==> src/rtl/xctrl_p.sv <==
`default_nettype none
// +----------------------------------------------------------------------------+
// | Module  : xctrl_p                                                          |
// | Brief   : Small accumulator-based controller. It has a 2*DATA_W base       |
// |           register, a carry flag, a call stack, and a RUN/WAIT/HALT        |
// |           sequencer for external data accesses.                            |
// | Rev     : 1.0  initial release                                             |
// +----------------------------------------------------------------------------+
module xctrl_p #(
  parameter int                     DATA_W      = 32,
  parameter int                     ADDR_W      = 12,
  parameter int                     PROG_ADDR_W = 10,
  parameter int                     IMM_W       = 16,
  parameter int                     STACK_D     = 4,
  parameter logic [PROG_ADDR_W-1:0] RST_PC      = '0,
  parameter logic [ADDR_W-1:0]      RB0_A       = 12'h0F0,
  parameter logic [ADDR_W-1:0]      RB1_A       = 12'h0F1,
  parameter logic [ADDR_W-1:0]      RC_A        = 12'h0F2
) (
  input  logic                   clk,
  input  logic                   rst,
  output logic [PROG_ADDR_W-1:0] pc,
  input  logic [IMM_W+4:0]       instruction,
  output logic                   data_sel,
  output logic                   data_we,
  output logic [ADDR_W-1:0]      data_addr,
  input  logic [DATA_W-1:0]      data_to_rd,
  input  logic                   data_ack,
  output logic [DATA_W-1:0]      data_to_wr,
  output logic                   fault
);

  localparam logic [4:0] OP_LDI   = 5'd4;
  localparam logic [4:0] OP_LDIH  = 5'd5;
  localparam logic [4:0] OP_ADD   = 5'd6;
  localparam logic [4:0] OP_ADDI  = 5'd7;
  localparam logic [4:0] OP_SUB   = 5'd8;
  localparam logic [4:0] OP_AND   = 5'd9;
  localparam logic [4:0] OP_XOR   = 5'd10;
  localparam logic [4:0] OP_SHFT  = 5'd11;
  localparam logic [4:0] OP_BEQI  = 5'd12;
  localparam logic [4:0] OP_BNEQI = 5'd13;
  localparam logic [4:0] OP_BEQ   = 5'd14;
  localparam logic [4:0] OP_BNEQ  = 5'd15;
  localparam logic [4:0] OP_CALL  = 5'd16;
  localparam logic [4:0] OP_RET   = 5'd17;

  localparam int SP_W  = $clog2(STACK_D + 1);
  localparam int IDX_W = (STACK_D > 1) ? $clog2(STACK_D) : 1;
  localparam logic [SP_W-1:0]   SP_FULL = SP_W'(STACK_D);
  // Keeps the low IMM_W bits of A for LDIH; all ones when DATA_W == IMM_W
  localparam logic [DATA_W-1:0] LO_MASK = {DATA_W{1'b1}} >> (DATA_W - IMM_W);

  typedef enum logic [1:0] {
    ST_RUN  = 2'd0,
    ST_WAIT = 2'd1,
    ST_HALT = 2'd2
  } state_t;

  state_t                  state_q, state_d;
  logic [PROG_ADDR_W-1:0]  pc_q, pc_d;
  logic [DATA_W-1:0]       a_q, a_d;
  logic [2*DATA_W-1:0]     b_q, b_d;
  logic                    carry_q, carry_d;
  logic [SP_W-1:0]         sp_q, sp_d;
  logic                    fault_q, fault_d;
  logic [ADDR_W-1:0]       addr_q, addr_d;
  logic                    wr_q, wr_d;
  logic [PROG_ADDR_W-1:0]  stack_q [STACK_D];
  logic [PROG_ADDR_W-1:0]  stack_d [STACK_D];

  logic [4:0]              opcode;
  logic signed [IMM_W-1:0] operand;
  logic [DATA_W-1:0]       imm;
  logic                    is_mem, is_wr, is_int, taken;
  logic [ADDR_W-1:0]       mem_addr;
  logic [DATA_W-1:0]       int_rd;
  logic [DATA_W:0]         sum;
  logic [PROG_ADDR_W-1:0]  pc_inc, pc_rel;
  logic [IDX_W-1:0]        push_idx, pop_idx;

  assign opcode   = instruction[IMM_W+4:IMM_W];
  assign operand  = instruction[IMM_W-1:0];
  assign imm      = DATA_W'(operand);
  // Opcodes 0..3 are the memory group: bit0 selects based addressing, bit1 write
  assign is_mem   = (opcode[4:2] == 3'b000);
  assign is_wr    = opcode[1];
  assign mem_addr = opcode[0] ? (b_q[ADDR_W-1:0] + imm[ADDR_W-1:0]) : imm[ADDR_W-1:0];
  assign is_int   = (mem_addr == RB0_A) || (mem_addr == RB1_A) || (mem_addr == RC_A);
  assign int_rd   = (mem_addr == RB0_A) ? b_q[DATA_W-1:0] :
                    (mem_addr == RB1_A) ? b_q[2*DATA_W-1:DATA_W] : DATA_W'(carry_q);
  assign pc_inc   = pc_q + PROG_ADDR_W'(1);
  assign pc_rel   = pc_q + imm[PROG_ADDR_W-1:0];
  assign push_idx = sp_q[IDX_W-1:0];
  assign pop_idx  = IDX_W'(sp_q - SP_W'(1));
  // Odd opcodes in the branch group test for nonzero, even ones for zero
  assign taken    = opcode[0] ? (a_q != '0) : (a_q == '0);

  assign pc         = pc_q;
  assign data_to_wr = a_q;
  assign fault      = fault_q;

  // External access request: live in RUN, frozen from the latched copy in WAIT
  always_comb begin
    data_sel  = 1'b0;
    data_we   = 1'b0;
    data_addr = (state_q == ST_WAIT) ? addr_q : mem_addr;
    if (!rst) begin
      if (state_q == ST_RUN && is_mem && !is_int) begin
        data_sel = 1'b1;
        data_we  = is_wr;
      end else if (state_q == ST_WAIT) begin
        data_sel = 1'b1;
        data_we  = wr_q;
      end
    end
  end

  // Instruction execution and sequencer next-state
  always_comb begin
    state_d = state_q;
    pc_d    = pc_q;
    a_d     = a_q;
    b_d     = b_q;
    carry_d = carry_q;
    sp_d    = sp_q;
    fault_d = fault_q;
    addr_d  = addr_q;
    wr_d    = wr_q;
    stack_d = stack_q;
    sum     = '0;
    case (state_q)
      ST_RUN: begin
        if (is_mem) begin
          if (is_int) begin
            pc_d = pc_inc;
            if (!is_wr)                 a_d = int_rd;
            else if (mem_addr == RB0_A) b_d[DATA_W-1:0] = a_q;
            else if (mem_addr == RB1_A) b_d[2*DATA_W-1:DATA_W] = a_q;
          end else if (data_ack) begin
            pc_d = pc_inc;
            if (!is_wr) a_d = data_to_rd;
          end else begin
            state_d = ST_WAIT;
            addr_d  = mem_addr;
            wr_d    = is_wr;
          end
        end else begin
          pc_d = pc_inc;
          case (opcode)
            OP_LDI:  a_d = imm;
            OP_LDIH: a_d = (imm << IMM_W) | (a_q & LO_MASK);
            OP_ADD: begin
              sum = {1'b0, a_q} + {1'b0, b_q[DATA_W-1:0]};
              a_d = sum[DATA_W-1:0];  carry_d = sum[DATA_W];
            end
            OP_ADDI: begin
              sum = {1'b0, a_q} + {1'b0, imm};
              a_d = sum[DATA_W-1:0];  carry_d = sum[DATA_W];
            end
            OP_SUB: begin
              sum = {1'b0, a_q} - {1'b0, b_q[DATA_W-1:0]};
              a_d = sum[DATA_W-1:0];  carry_d = sum[DATA_W];
            end
            OP_AND:  a_d = a_q & b_q[DATA_W-1:0];
            OP_XOR:  a_d = a_q ^ b_q[DATA_W-1:0];
            OP_SHFT: begin
              if (imm[DATA_W-1]) begin
                a_d = a_q << 1;  carry_d = a_q[DATA_W-1];
              end else begin
                a_d = a_q >> 1;  carry_d = a_q[0];
              end
            end
            OP_BEQI, OP_BNEQI, OP_BEQ, OP_BNEQ: begin
              a_d = a_q - DATA_W'(1);
              if (taken) pc_d = opcode[1] ? b_q[PROG_ADDR_W-1:0] : pc_rel;
            end
            OP_CALL: begin
              if (sp_q == SP_FULL) begin
                pc_d = pc_q;  state_d = ST_HALT;  fault_d = 1'b1;
              end else begin
                stack_d[push_idx] = pc_inc;
                sp_d = sp_q + SP_W'(1);
                pc_d = pc_rel;
              end
            end
            OP_RET: begin
              if (sp_q == '0) begin
                pc_d = pc_q;  state_d = ST_HALT;  fault_d = 1'b1;
              end else begin
                pc_d = stack_q[pop_idx];
                sp_d = sp_q - SP_W'(1);
              end
            end
            default: ;
          endcase
        end
      end
      ST_WAIT: begin
        if (data_ack) begin
          if (!wr_q) a_d = data_to_rd;
          pc_d    = pc_inc;
          state_d = ST_RUN;
        end
      end
      default: ;
    endcase
  end

  // State registers; reset abandons any pending access and clears the stack
  always_ff @(posedge clk) begin
    if (rst) begin
      state_q <= ST_RUN;
      pc_q    <= RST_PC;
      a_q     <= '0;
      b_q     <= '0;
      carry_q <= 1'b0;
      sp_q    <= '0;
      fault_q <= 1'b0;
      addr_q  <= '0;
      wr_q    <= 1'b0;
    end else begin
      state_q <= state_d;
      pc_q    <= pc_d;
      a_q     <= a_d;
      b_q     <= b_d;
      carry_q <= carry_d;
      sp_q    <= sp_d;
      fault_q <= fault_d;
      addr_q  <= addr_d;
      wr_q    <= wr_d;
    end
    stack_q <= stack_d;
  end

endmodule
`default_nettype wire
==> config.mk <==
export PLATFORM = sky130hd
export DESIGN_NAME = xctrl_p
export DESIGN_NICKNAME = d
export VERILOG_FILES = /design/src/rtl/xctrl_p.sv
export SDC_FILE = /design/constraint.sdc
export NUM_CORES = 1
export LEC_CHECK = 0
export BUFFER_PORTS_ARGS = -buffer_cell sky130_fd_sc_hd__buf_2
export CAP_MARGIN = 20
export CORE_AREA = 2 2 223 225
export DETAILED_ROUTE_END_ITERATION = 8
export DIE_AREA = 0 0 225 227
export PLACE_DENSITY = 0.48
export SETUP_SLACK_MARGIN = 0.3
export SLEW_MARGIN = 20
export SYNTH_ARGS = -nofsm -noshare
export SYNTH_HDL_FRONTEND = slang
export SYNTH_SLANG_ARGS = --single-unit
==> constraint.sdc <==
create_clock -name clk -period 4.6 [get_ports clk]
set_input_delay 0.69 -clock clk [delete_from_list [all_inputs] [get_ports clk]]
set_output_delay 0.69 -clock clk [all_outputs]
set_load 0.1 [all_outputs]
==> results.cfg, run 1 <==
[sta]
clock_skew_ns = 0.0158
fmax_ghz = 0.231
layout_min_cycle_time_ns = 4.33
rsz0062_at_grt = true
holdWs_ns = 0.457
final_hold_viol_count = 0
report.final.slew_viol_count = 0
relSlewSlack = 0.262
min_period_over_period = 0.942
worst-slew-pin-transition_ns = 1.11
fin_setup_tns_ns = 0
finalSetupViolCount = 0

[synth]
synth_edf_count = 40
synthArstFlopShare = 0
ys_seq_elements = 166
synth_top_area_frac = 0.150
syn_nets = 2423
yosysWarnings = 0
synth_area_leaders = dfxtp_1 (15%), ha_1 (9.2%), edfxtp_1 (7.1%), a21oi_1 (6.5%), nor2_1 (5.7%)
synth_cells = 2238
synth_cell_types = 90
syn_avg_cell_area_um2 = 7.51
synthFlopType = dfxtp_1
syn_area_mm2 = 0.0168
yosys.area.top_type = dfxtp_1
yosysSeqAreaShare = 0.222

[critical_path]
crit_required_ns = 3.91
cp.arrival_ns = 3.64
path_delay_family = compound AO/OA/AOI/OAI gates
cp.buffers_inverters = 3
path_class = flip-flop to primary output
regToRegSetupSlack_ns = 0.45
start_kind = flip-flop
cpMostUsedCell = buf_4
slowest_stage = dfxtp_1
crit_fanout = 5
slowest_delay_ns = 0.48
path_cells = ha_1, a21o_1, a22o_1, o41ai_2, xor2_1, nand2_1, o41ai_4, buf_4, and3_4, a2bb2oi_2, buf_4, nor2_4, buf_12
end_kind = primary output

[global_routing]
grt_remaining_overflow = 0
grt_pass1_vias = 17800
grt_max_degree = 60
grt_pass1_wl_mm = 121
groute.usage.overall = 0.321
antenna_found_initial = 2

[final_layout]
fillCellCount = 5099
layout-drive-gt1-share = 0.163
fin_nets = 2559
multi_input_area_mm2 = 0.0123
register_area_mm2 = 0.00373
area.growth.synth_to_final_pct = 17.4

[cts]
max-clock-path-buffers = 2
tritoncts = built
clk_pin_slew_ns = 0.08
ctsHoldBuffers = 0
clock_sinks = 166
clk_latency_ns = 0.51
cts_max_level = 4
cts_buffers = 17
cts_root_buf = clkbuf_16

[power]
vdd_drop_max_mv = 0.329
p_leak_uw = 0.00813
powerDensity_mw_per_mm2 = 274

[placement]
gp_congestion = 1.04
dpl.hpwl_mm = 62.4
io_buffers = 112

[floorplan]
initial_core_util = 0.346
rows = 81
core_mm2 = 0.0485
num_io_pins = 113
die_area_mm2 = 0.0511
die_w_um = 225
die_h_um = 227

[outcome]
status = finished, final reports clean

[detailed_routing]
routed_wl_mm = 82.4
ant_nets = 0
drtIter0Drc = 2168
routedWlPerCell_um = 27.3
viasPerCell = 6.30
drt_pass1_iterations = 6
drc = 0
vias = 19000

[hold_path]
hp-class = flip-flop to flip-flop

[job]
maxCapViolCount = 0
[logic make-up after synthesis]
logic type               Yosys count  share of synthesized area
AO/OA/AOI/OAI                    759                      0.301
AND/OR/NAND/NOR                  740                      0.206
buffers and inverters            253                     0.0589
flip-flops                       166                      0.222
adder cells (fa/ha/maj)          129                     0.0983
XOR/XNOR                         102                     0.0532
multiplexers                      89                     0.0608
[layout by cell type (no fill, tap or decap), types with 9 or more instances in the layout]
cell type	count
a2111oi_0	10
a211oi_1	57
a21o_1	34
a21oi_1	211
a221o_1	18
a221oi_1	42
a22o_1	16
a22oi_1	13
a31oi_1	21
and2_1	17
and3_1	17
buf_12	9
buf_2	108
buf_4	169
clkbuf_16	17
dfxtp_1	121
edfxtp_1	40
ha_1	122
inv_1	80
mux2i_1	74
mux4_2	10
nand2_1	212
nand2b_1	21
nand3_1	46
nand4_1	12
nor2_1	250
nor2b_1	20
nor3_1	45
nor4_1	18
o211ai_1	31
o21ai_0	137
o21bai_1	14
o221ai_1	26
o22ai_1	22
o31ai_1	10
or3_1	15
or4_1	9
xnor2_1	49
xor2_1	53
[registers in the layout (all words and copies together), names as in the netlist]
signal,flops
b_q,64
stack_q,40
data_to_wr,32
addr_q,12
pc,10
sp_q,3
state_q,2
carry_q,1
fault,1
wr_q,1
[stage by stage]
stage | setup WS, ns | power, µW | util | std cells | cell area, µm²
6_report | 0.268 | 5400 | 0.406 | 3012 | 19700
5_1_grt | 0.162 | 5620 | 0.406 | 3009 | 19700
4_1_cts | 0.251 | 5370 | 0.405 | 3007 | 19600
3_5_place_dp | -0.116 | 3740 | 0.389 | 2968 | 18900
3_3_place_gp | -0.0556 | 3740 | 0.389 | 2968 | 18900
2_1_floorplan | -0.140 | 3050 | - | 2238 | 16800
[timing repair]
item | 4_1_cts | 5_1_grt
setup endpoints to repair | 3 | 16
resized for setup | 18 | 15
pin swaps | 6 | 3
buffers inserted | 7 | 2
[routing by layer]
layer / share of wire / GRT usage / vias up
li1: - / - / 8568
met1: 0.44 / 0.438 / 9297
met2: 0.44 / 0.495 / 942
met3: 0.082 / 0.0608 / 160
met4: 0.040 / 0.135 / 0
met5: 0 / 0 / -
[synth_stat cells, types with 13 or more instances]
library cell and number:
edfxtp_1 40, nand3_1 46, a21oi_1 217, o22ai_1 22
buf_1 13, xnor2_1 49, o21bai_1 14, and2_1 17
nor3_1 45, a221oi_1 42, nand2b_1 22, clkbuf_1 128
a22o_1 16, nor2b_1 20, inv_1 80, a31oi_1 21
nor2_1 257, o21ai_0 139, o211ai_1 31, mux2i_1 74
xor2_1 53, a211oi_1 57, dfxtp_1 126, a22oi_1 13
nor4_1 19, nand2_1 213, o221ai_1 26, ha_1 124
a21o_1 34, buf_2 29, and3_1 19, a221o_1 18
or3_1 15
[worst reg2reg max path, stage by stage (launching register included)]
cell and delay (ns):
dfxtp_1 0.48, ha_1 0.35, a21o_1 0.23, a22o_1 0.28, buf_4 0.16, a311oi_1 0.34, a21oi_1 0.09, nor4b_4 0.15
and3_2 0.26, and3_4 0.18, buf_4 0.17, o21ai_2 0.85, a221oi_1 0.24, a211oi_1 0.28
[final cells by class]
cell class | instances | area share
Tap cell | 622 | 0.0395
Antenna cell | 3 | 0.000381
Sequential cell | 166 | 0.189
Clock buffer | 19 | 0.0225
Multi-Input combinational cell | 1819 | 0.621
Timing Repair Buffer | 288 | 0.102
Inverter | 82 | 0.0156
Clock inverter | 13 | 0.00939
[path summary, 6_finish.rpt]
kind	cells past startpoint	startpoint	endpoint
worst min register to register	2	b_q[32]	b_q[32]
worst max register to register	13	b_q[4]	data_to_wr[18]
worst max-delay path	13	b_q[4]	data_we
worst min-delay path	2	b_q[32]	b_q[32]
[report_power, final]
part | switching, µW | total [µW] | internal, µW
Sequential | 80.7 | 1610 | 1530
Combinational | 1470 | 2160 | 688
Clock | 740 | 1630 | 889
Total | 2290 | 5400 | 3110
(Power assumes the default switching activity.)
==> inputs of run 2 (changes only) <==
- PLACE_DENSITY: 0.48 -> 0.53
==> run 2 against run 1 <==
Against the previous run:
- flip-flop and latch count unchanged
- largest cell class unchanged
- worst setup slack better by 0.012 ns
- highest routed layer is now met5
- critical path type is now input pin to primary output
- sequential share of layout area up 0.058 points
- routed wire length down 3.2%
- global-route usage down 1.4 points
==> results.cfg, run 2 (synthesized netlist as in run 1, its figures left out) <==
[sta]
relSlewSlack = 0.112
worst-slew-pin-transition_ns = 1.33
fin_setup_tns_ns = 0
setup_ws_ns = 0.280
final_hold_viol_count = 0
finalSetupViolCount = 0
report.final.slew_viol_count = 0
clock_skew_ns = 0.0111
rsz0062_at_grt = true
min_period_over_period = 0.939
fmax_ghz = 0.231
layout_min_cycle_time_ns = 4.32

[global_routing]
grt_remaining_overflow = 0
grt_pass1_vias = 17600
grt_pass1_wl_mm = 116
groute.usage.overall = 0.307
grt_max_degree = 74
antenna_found_initial = 4

[floorplan]
initial_core_util = 0.346
num_io_pins = 113
rows = 81
core_mm2 = 0.0485
die_h_um = 227
die_area_mm2 = 0.0511
die_w_um = 225

[critical_path]
crit_required_ns = 3.91
path_delay_family = compound AO/OA/AOI/OAI gates
cp.buffers_inverters = 3
path_cells = buf_4, ha_4, fa_2, a21o_1, a22o_1, o41ai_2, xor2_1, nand2_1, o41ai_4, buf_6, and3_4, a2bb2oi_4, nor2_4, buf_12
crit_fanout = 4
path_class = input pin to primary output
start_kind = input pin
cp.arrival_ns = 3.63
end_kind = primary output
slowest_stage = o41ai_4
slowest_delay_ns = 0.41

[power]
powerDensity_mw_per_mm2 = 268
p_total_uw = 5270
vdd_drop_max_mv = 0.280
p_leak_uw = 0.00806

[detailed_routing]
viasPerCell = 6.29
drt_pass1_iterations = 6
drtIter0Drc = 2260
drc = 0
routedWlPerCell_um = 26.6
vias = 18900
ant_nets = 0
routed_wl_mm = 79.8

[cts]
ctsHoldBuffers = 0
clock_sinks = 166
clk_pin_slew_ns = 0.07
cts_buffers = 17
clk_latency_ns = 0.47
cts_max_level = 4
cts_root_buf = clkbuf_16
tritoncts = built
max-clock-path-buffers = 2

[job]
maxCapViolCount = 0

[final_layout]
fin_util = 0.405
layout-drive-gt1-share = 0.161
fin_nets = 2543
final_common_cell = nor2_1
regMostFlops = b_q
largest_reg_flops = 64
layout_common_cells = nor2_1 (250), nand2_1 (212), a21oi_1 (210), buf_4 (151), o21ai_0 (138)
area.growth.synth_to_final_pct = 16.9
stdcell_count = 2999

[placement]
dpl.hpwl_mm = 60.9
post-place-cells = 2950
gp_congestion = 0.998
io_buffers = 112
place_ws_ns = -0.116

[outcome]
status = finished, final reports clean

[hold_path]
hp-class = flip-flop to flip-flop
[run 2: changes by cell type in the layout (fill, tap and decap cells not counted), moves of 3 or more]
cell	change
diode_2	+3
a211oi_2	+3
buf_4	-18
a211oi_1	-3
[run 2: final timing paths]
kind	start	endpoint	slack, ns	cells after the start
hold reg to reg	b_q[32]	b_q[32]	0.45	2
hold / removal	b_q[32]	b_q[32]	0.45	2
setup / recovery	instruction[0]	data_we	0.28	14
setup reg to reg	b_q[0]	carry_q	0.34	16
[run 2: through the flow]
stage	cell area [µm²]	hold WS, ns
after floorplan	16800	0.427
after global routing	19600	0.478
final	19600	0.452
after detailed placement	18800	0.442
after global placement	18800	0.439
after CTS	19400	0.452
[run 2: where the power goes]
group          total [µW]  internal [µW]  leakage [µW]  switching (µW)
Clock                1520            797      0.000294             720
Sequential           1620           1530       0.00140            83.6
Combinational        2130            668       0.00637            1460
Total                5270           3000       0.00806            2270
[run 2: layer usage]
layer / global-route usage / vias to the layer above / part of all wire
met2: 0.477 / 931 / 0.44
met5: 0 / - / 0.00018
met3: 0.0514 / 175 / 0.079
li1: - / 8560 / -
met1: 0.415 / 9206 / 0.43
met4: 0.144 / 2 / 0.047
[run 2: tightest hold or removal path, stage by stage, from the launching register on]
cell and delay (ns):
dfxtp_1 0.31, nand2_1 0.05, a21oi_1 0.05
[run 2: layout make-up]
type,count,area [µm²]
Antenna cell,6,15.0
Clock buffer,19,454
Clock inverter,13,135
Fill cell,5101,28900
Inverter,82,308
Multi-Input combinational cell,1819,12300
Sequential cell,166,3730
Tap cell,622,778
Timing Repair Buffer,272,1920
[run 2: timing repair]
item                                    in CTS  in global routing
endpoints found under the setup margin       8                 16
resized for setup                           16                 26
buffers inserted                             2                  9
pin swaps                                    2                 10
